===== src/rtl/mem_stage.sv =====
// Memory-access stage: request/grant/response data-memory port, byte-lane
// alignment, load extension and a registered one-beat write-back per instruction.
module mem_stage #(
  parameter int unsigned TIMEOUT_CYCLES = 255
) (
  input  logic        clk,
  input  logic        rst_n,
  input  logic        ex_valid,
  output logic        ex_ready,
  input  logic [31:0] ALU_result,
  input  logic [31:0] rdata2,
  input  logic [2:0]  funct3,
  input  logic [4:0]  rd,
  input  logic        MemRead,
  input  logic        MemWrite,
  input  logic        RegWrite,
  output logic        dmem_req,
  output logic        dmem_we,
  output logic [31:0] dmem_addr,
  output logic [31:0] dmem_wdata,
  output logic [3:0]  dmem_be,
  input  logic        dmem_gnt,
  input  logic        dmem_rvalid,
  input  logic [31:0] dmem_rdata,
  output logic        wb_valid,
  output logic [4:0]  wb_rd,
  output logic [31:0] wb_data,
  output logic        wb_RegWrite,
  output logic        mem_fault
);

  typedef enum logic [1:0] {IDLE, REQ, WAIT_R} state_t;

  localparam logic [15:0] TO_LAST = 16'(TIMEOUT_CYCLES - 1);

  state_t      r_state, w_next;
  logic [31:0] r_addr, r_wdata;
  logic [3:0]  r_be;
  logic        r_we, r_regwrite;
  logic [2:0]  r_funct3;
  logic [4:0]  r_rd;
  logic [15:0] r_cnt;

  logic        w_accept, w_memop, w_f3_ok, w_misalign, w_fault_acc, w_start;
  logic        w_done, w_timeout, w_busy;
  logic [31:0] w_st_wdata, w_ld_data;
  logic [3:0]  w_st_be;
  logic [7:0]  w_byte;
  logic [15:0] w_half;

  // Accept-time decode: legality, alignment and store lane placement
  always_comb begin
    w_accept   = ex_valid && (r_state == IDLE);
    w_memop    = MemRead | MemWrite;
    w_f3_ok    = 1'b0;
    if (MemRead) w_f3_ok = funct3 inside {3'b000, 3'b001, 3'b010, 3'b100, 3'b101};
    else         w_f3_ok = funct3 inside {3'b000, 3'b001, 3'b010};
    w_misalign = ((funct3[1:0] == 2'b01) && ALU_result[0]) ||
                 ((funct3[1:0] == 2'b10) && (ALU_result[1:0] != 2'b00));
    w_fault_acc = w_memop && ((MemRead && MemWrite) || !w_f3_ok || w_misalign);
    w_start     = w_accept && w_memop && !w_fault_acc;

    w_st_be    = 4'b1111;
    w_st_wdata = rdata2;
    case (funct3[1:0])
      2'b00: begin
        w_st_be    = 4'b0001 << ALU_result[1:0];
        w_st_wdata = {4{rdata2[7:0]}};
      end
      2'b01: begin
        w_st_be    = 4'b0011 << {ALU_result[1], 1'b0};
        w_st_wdata = {2{rdata2[15:0]}};
      end
      default: ;
    endcase
  end

  // Load extraction and completion/timeout detection
  always_comb begin
    w_byte    = 8'(dmem_rdata >> {r_addr[1:0], 3'b000});
    w_half    = 16'(dmem_rdata >> {r_addr[1], 4'b0000});
    w_ld_data = dmem_rdata;
    case (r_funct3)
      3'b000:  w_ld_data = {{24{w_byte[7]}}, w_byte};
      3'b001:  w_ld_data = {{16{w_half[15]}}, w_half};
      3'b100:  w_ld_data = {24'h0, w_byte};
      3'b101:  w_ld_data = {16'h0, w_half};
      default: w_ld_data = dmem_rdata;
    endcase
    w_busy    = (r_state == REQ) || (r_state == WAIT_R);
    w_done    = ((r_state == REQ) && dmem_gnt && r_we) ||
                ((r_state == WAIT_R) && dmem_rvalid);
    // A load granted on the final cycle still times out: it cannot finish in time
    w_timeout = w_busy && (r_cnt == TO_LAST) && !w_done;
  end

  always_ff @(posedge clk or negedge rst_n) begin
    if (!rst_n) r_state <= IDLE;
    else        r_state <= w_next;
  end

  always_comb begin
    w_next = r_state;
    case (r_state)
      IDLE:    if (w_start) w_next = REQ;
      REQ: begin
        if (w_timeout)     w_next = IDLE;
        else if (dmem_gnt) w_next = r_we ? IDLE : WAIT_R;
      end
      WAIT_R:  if (w_timeout || dmem_rvalid) w_next = IDLE;
      default: w_next = IDLE;
    endcase
  end

  always_comb begin
    ex_ready   = (r_state == IDLE);
    dmem_req   = (r_state == REQ);
    dmem_we    = dmem_req && r_we;
    dmem_addr  = dmem_req ? {r_addr[31:2], 2'b00} : '0;
    dmem_wdata = dmem_req ? r_wdata : '0;
    dmem_be    = dmem_req ? r_be : '0;
  end

  always_ff @(posedge clk or negedge rst_n) begin
    if (!rst_n) begin
      r_addr     <= '0;
      r_wdata    <= '0;
      r_be       <= '0;
      r_we       <= 1'b0;
      r_regwrite <= 1'b0;
      r_funct3   <= '0;
      r_rd       <= '0;
      r_cnt      <= '0;
    end else begin
      if (w_start) begin
        r_addr     <= ALU_result;
        r_wdata    <= w_st_wdata;
        r_be       <= w_st_be;
        r_we       <= MemWrite;
        r_regwrite <= RegWrite;
        r_funct3   <= funct3;
        r_rd       <= rd;
        r_cnt      <= '0;
      end else if (w_busy) begin
        r_cnt <= r_cnt + 16'd1;
      end else begin
        r_cnt <= '0;
      end
    end
  end

  always_ff @(posedge clk or negedge rst_n) begin
    if (!rst_n) begin
      wb_valid    <= 1'b0;
      wb_rd       <= '0;
      wb_data     <= '0;
      wb_RegWrite <= 1'b0;
      mem_fault   <= 1'b0;
    end else begin
      wb_valid    <= 1'b0;
      wb_rd       <= '0;
      wb_data     <= '0;
      wb_RegWrite <= 1'b0;
      mem_fault   <= 1'b0;
      if (w_accept && !w_memop) begin
        wb_valid    <= 1'b1;
        wb_rd       <= rd;
        wb_data     <= ALU_result;
        wb_RegWrite <= RegWrite;
      end else if (w_accept && w_fault_acc) begin
        wb_valid  <= 1'b1;
        wb_rd     <= rd;
        mem_fault <= 1'b1;
      end else if (w_timeout) begin
        wb_valid  <= 1'b1;
        wb_rd     <= r_rd;
        mem_fault <= 1'b1;
      end else if ((r_state == REQ) && dmem_gnt && r_we) begin
        wb_valid <= 1'b1;
        wb_rd    <= r_rd;
      end else if ((r_state == WAIT_R) && dmem_rvalid) begin
        wb_valid    <= 1'b1;
        wb_rd       <= r_rd;
        wb_data     <= w_ld_data;
        wb_RegWrite <= r_regwrite;
      end
    end
  end

endmodule


===== config.mk =====
export PLATFORM = sky130hd
export DESIGN_NAME = mem_stage
export DESIGN_NICKNAME = d
export VERILOG_FILES = /design/src/rtl/mem_stage.sv
export SDC_FILE = /design/constraint.sdc
export NUM_CORES = 1
export LEC_CHECK = 0
export CAP_MARGIN = 20
export CORE_MARGIN = 1.5
export CORE_UTILIZATION = 50
export DETAILED_ROUTE_END_ITERATION = 12
export PLACE_DENSITY = 0.86
export SYNTH_ARGS = -nofsm -noshare
export SYNTH_HDL_FRONTEND = slang
export SYNTH_SLANG_ARGS = --single-unit

===== constraint.sdc =====
create_clock -name clk -period 6.1 [get_ports clk]
set_clock_uncertainty 0.2 [all_clocks]
set_input_delay 0.61 -clock clk [delete_from_list [all_inputs] [get_ports clk]]
set_output_delay 0.61 -clock clk [all_outputs]
set_load 0.01 [all_outputs]

Word level (Yosys, flattened, before mapping)
Index checks and enable logic that the tools add are counted.

Equal/unequal tests: 15. Mux-type cells: 38. Bitwise logic cells: 1. Shift-type cells: 4. Reductions and logical operators: 33. Add/sub/neg operators: 1.

Operators with widths (number): 32-bit two-way mux (7); 32-bit one-hot mux with 4 select lines (1); 32-bit one-hot mux with 2 select lines (1); 16-bit two-way mux (2); 32-bit by 5-bit right shift with 16-bit output (1); 32-bit by 5-bit right shift with 8-bit output (1); 5-bit two-way mux (5); 16-bit by 1-bit adder with 16-bit output (second input constant) (1); 16-bit by 8-bit == test with 1-bit output (second input constant) (1); 1-bit logical AND (15); 1-bit two-way mux (14); 3-bit == test (second input constant) (4); 2-bit two-way mux (5); 4-bit one-hot mux with 2 select lines (1); 3-bit by 1-bit == test with 1-bit output (second input constant) (2); 3-bit zero test (2); 1-bit logical OR (6); 2-bit one-hot mux with 3 select lines (1); 5-bit nonzero test (1); 2-bit by 1-bit == test with 1-bit output (second input constant) (2); 2-bit == test (second input constant) (2); 1-bit zero test (4); 2-bit zero test (2); 4-bit two-way mux (1); 9 further kinds (10).

Word-level logic and storage cells: 106. Input bits: 112. Register bits after elaboration: 136. Output and inout port bits: 111.

Longest topological paths before layout
Depth in word-level cells: 11. Mapped depth: 9. Gate-level depth less buffers: 7.

Worst setup path before layout
OpenSTA, ideal clock, no wires.

Path kind: input to register. Start point: input port funct3[0]. End point: register r_funct3[0]. Stages: 9. Required time: 5.782 ns. Path slack: 3.807 ns. Arrival time: 1.975 ns. Setup time: 0.118 ns. Buffers on the path: 4. Cell sequence: buf_2 -> nor4_4 -> a21oi_2 -> or3_1 -> buf_2 -> buf_6 -> buf_6 -> nand2_1 -> nand2_1.

Longest elaborated chain between the ends: 9. Elaborated cells between the ends (all ways): 19. Classes of those cells: 6 x eq/ne; 1 x mux; 12 x reduce/logical.

RTL lines: start, declared (line 12) `input logic [2:0] funct3,`; 3-bit by 1-bit == test with 1-bit output (tied with other cells) (line 56, 57); 5-bit nonzero test / 3-bit nonzero test (equally long branches) (line 56, 57); 1-bit two-way mux (line 56) `if (MemRead) w_f3_ok = funct3 inside {3'b000, 3'b001, 3'b010, 3'b100, 3'b101};`; 1-bit zero test (line 60) `w_fault_acc = w_memop && ((MemRead && MemWrite) || !w_f3_ok || w_misalign);`; 1-bit logical OR (2 in series) (line 60); 1-bit logical AND (line 60); 1-bit zero test (line 61) `w_start = w_accept && w_memop && !w_fault_acc;`; 1-bit logical AND (line 61); end signal, assigned (line 141) `r_funct3 <= funct3;`; end, declared (line 40) `logic [2:0] r_funct3;`.

Several ways; a longest one is shown, not always the timed one. A chain may end at the register's enable or synchronous reset.

Final worst setup path
Start point: input port funct3[0]. End point: register r_wdata[31].

Longest elaborated chain between the ends: 9. Elaborated cells between the ends (all ways): 21. Classes of those cells: 6 x eq/ne; 2 x mux; 13 x reduce/logical.

RTL lines: 3-bit by 1-bit == test with 1-bit output (tied with other cells) (line 56, 57); 5-bit nonzero test / 3-bit nonzero test (equally long branches) (line 56, 57); 1-bit two-way mux (line 56); 1-bit zero test (line 60); 1-bit logical OR (2 in series) (line 60); 1-bit logical AND (line 60); 1-bit zero test (line 61); 1-bit logical AND (line 61); end signal, assigned (line 137) `r_wdata <= w_st_wdata;`; end, declared (line 37) `logic [31:0] r_addr, r_wdata;`.

Several ways; a longest one is shown, not always the timed one.

==> results.cfg <==
[route]
wl_um = 20100
first_pass_iters = 6
drtAntennaViolNets = 0
routedWlPerCell_um = 17.9
viasPerCell = 5.53
vias = 6211
drc = 0
drt-initial-drc-count = 754

[logic_synthesis]
async_reset_ff_frac = 1.00
synth.most_common_cell = nand2_1
synth_xor_area_frac = 0.0208
synth_cells = 737
synth.area.mux_share = 0.0745
synth_area_leaders = dfrtp_1 51%, nand2_1 12%, and2_1 6.3%, o21ai_0 4.8%, mux2i_1 4.6%
synth_top_cell_area_share = 0.505
ys_seq_area_frac = 0.505
synthSimpleGateAreaFrac = 0.238
netlist_top_cells_count = 213 x nand2_1, 136 x dfrtp_1, 68 x and2_1, 64 x o21ai_0, 33 x nor2_1
synth_area_mm2 = 0.00674
ys_ff_latch = 136
synth.distinct_cells = 47
synth_area_leader_cell = dfrtp_1
synthAdderAreaFrac = 0.00928
synth_top_family_by_area = simple AND/OR/NAND/NOR gates
synth-edff-count = 0
synth_compound_area_frac = 0.113
syn_area_per_cell_um2 = 9.14
yosys_warnings = 0
ys.flop_type = dfrtp_1

[clock_tree]
cts_buffers = 17
cts_resized = 0
cts_hold_buf = 0
clock-sinks = 136
cts_root_buffer = clkbuf_16
htree_levels = 4
cts_tree = yes
clkTransAtPathRegs_ps = 60
clock_latency_ps = 420
clock_path_buffers = 2
postCtsSetupBuffers = 0

[die]
coreArea_mm2 = 0.0132
start_util = 0.511
die_x_um = 119
die_y_um = 119
io_pins = 223
row_count = 42
die_area_mm2 = 0.0142

[sta]
finalHoldViolCount = 0
slew_violations = 0
setup_tns_ps = 0
fin_crit_sh = 0.587
worst_slack_ps = 2520
tightest_slew_ps = 1120
setup_viol = 0
rsz0062_at_grt = no
period_needed_ps = 3580
slew_headroom = 0.251
max_freq_mhz = 279

[grt]
overflow = 0
grt_max_degree = 87
grt_pass1_wl_um = 30700
grt_pass1_vias = 5670
grt_usage = 0.282
antenna_found_initial = 0

[pwr]
power_leakage_nw = 4.35
power_density_mw_per_mm2 = 402
ir_worst_vdd_uv = 284

[critical_path]
r2r_start = r_state[1]
crit_path_end_kind = flip-flop
cp.arrival_ps = 3660
rrSetupSlack_ps = 3130
r2r-end = r_wdata[31]
cp-start-kind = primary input
cp.required_ps = 6180
path_class = in2reg
reg2regPathDepth = 7
cp_max_fo = 55
startpoint = funct3[0]

[run_status]
status = complete, no violations

[place]
hpwlAfterDp_um = 13700
placed_area_mm2 = 0.00899
place_ws_ps = 2100
port_buffers = 220
gp_congestion = 0.870

[final_layout]
drive_above_1_share = 0.0633
nets = 1052
insertedDiodeCount = 0
syn2layout_area_growth_pct = 43.2
fin_area_mm2 = 0.00965

[flow_run]
cap_violations = 0

[min_path]
hp-class = in2async
## layout by cell type (no fill, tap or decap), types with 14 or more instances in the layout
| cell | synthesis | final |
|---|---|---|
| xor2_1 | 14 | 14 |
| nand2_1 | 213 | 213 |
| clkdlybuf4s50_1 | 0 | 219 |
| a21oi_1 | 30 | 30 |
| o21ai_0 | 64 | 64 |
| dfrtp_1 | 136 | 136 |
| clkbuf_16 | 0 | 17 |
| a22o_1 | 15 | 15 |
| nor2_1 | 33 | 33 |
| and2_1 | 68 | 68 |
| mux2i_1 | 31 | 31 |
## metrics by stage
stage          hold WS (ps)  total power, mW   util  std cells
6_report               59.5             3.88  0.732       1124
5_1_grt                 119             4.08  0.732       1124
4_1_cts                81.1             3.86  0.730       1123
3_5_place_dp            254             2.75  0.682       1091
3_3_place_gp            249             2.70  0.682       1091
2_1_floorplan           114             2.14      -        738
## how the worst max path moves through the flow
stage	cells after the start	to	slack, ps
floorplan	9	r_funct3[0]	3810
global placement	6	r_wdata[23]	2170
detailed placement	6	r_wdata[29]	2100
CTS	6	r_wdata[31]	2530
global route	6	r_wdata[31]	2250
finish	6	r_wdata[31]	2520
## layer usage
metal / wire length [µm] / vias up / GRT usage
met4: 682 / 0 / 0.119
met2: 9650 / 333 / 0.457
met1: 8180 / 2979 / 0.369
met3: 1580 / 53 / 0.0580
li1: - / 2846 / -
met5: 0 / - / 0
## final cells by class
class | count | area (µm²)
inverters | 9 | 33.8
clock buffers | 20 | 467
clock inverters | 12 | 173
flip-flops and latches | 136 | 3400
multi-input cells | 545 | 3090
well taps | 176 | 220
repair buffers | 226 | 2260
fillers | 908 | 3540
## registers in the layout (all words and copies together) (netlist names)
| name | flops |
|---|---|
| r_be | 4 |
| r_addr | 32 |
| mem_fault | 1 |
| r_cnt | 16 |
| r_wdata | 32 |
| r_state | 2 |
| wb_RegWrite | 1 |
| wb_valid | 1 |
| wb_data | 32 |
| r_we | 1 |
| r_regwrite | 1 |
| r_funct3 | 3 |
| wb_rd | 5 |
| r_rd | 5 |
## power by group
part	internal, mW	total (mW)	switching (mW)	leakage [nW]
Clock	0.714	1.11	0.394	0.312
Sequential	1.19	1.38	0.188	1.76
Combinational	0.673	1.39	0.715	2.27
## critical path: stages
cell	delay, ps
clkdlybuf4s50_1	930
a21oi_1	200
a21oi_2	330
or3_2	890
buf_4	520
o21ai_0	170
## cell families (layout without fill, tap and decap cells)
| group | count (synthesis) | count (layout) |
|---|---|---|
| adder cells (fa/ha/maj) | 5 | 5 |
| AND/OR/NAND/NOR | 352 | 352 |
| flip-flops | 136 | 136 |
| multiplexers | 41 | 41 |
| other | 1 | 2 |
| AO/OA/AOI/OAI | 129 | 129 |
| XOR/XNOR | 16 | 16 |
| buffers and inverters | 57 | 267 |
Note: power is estimated with default switching activity, not from simulation.
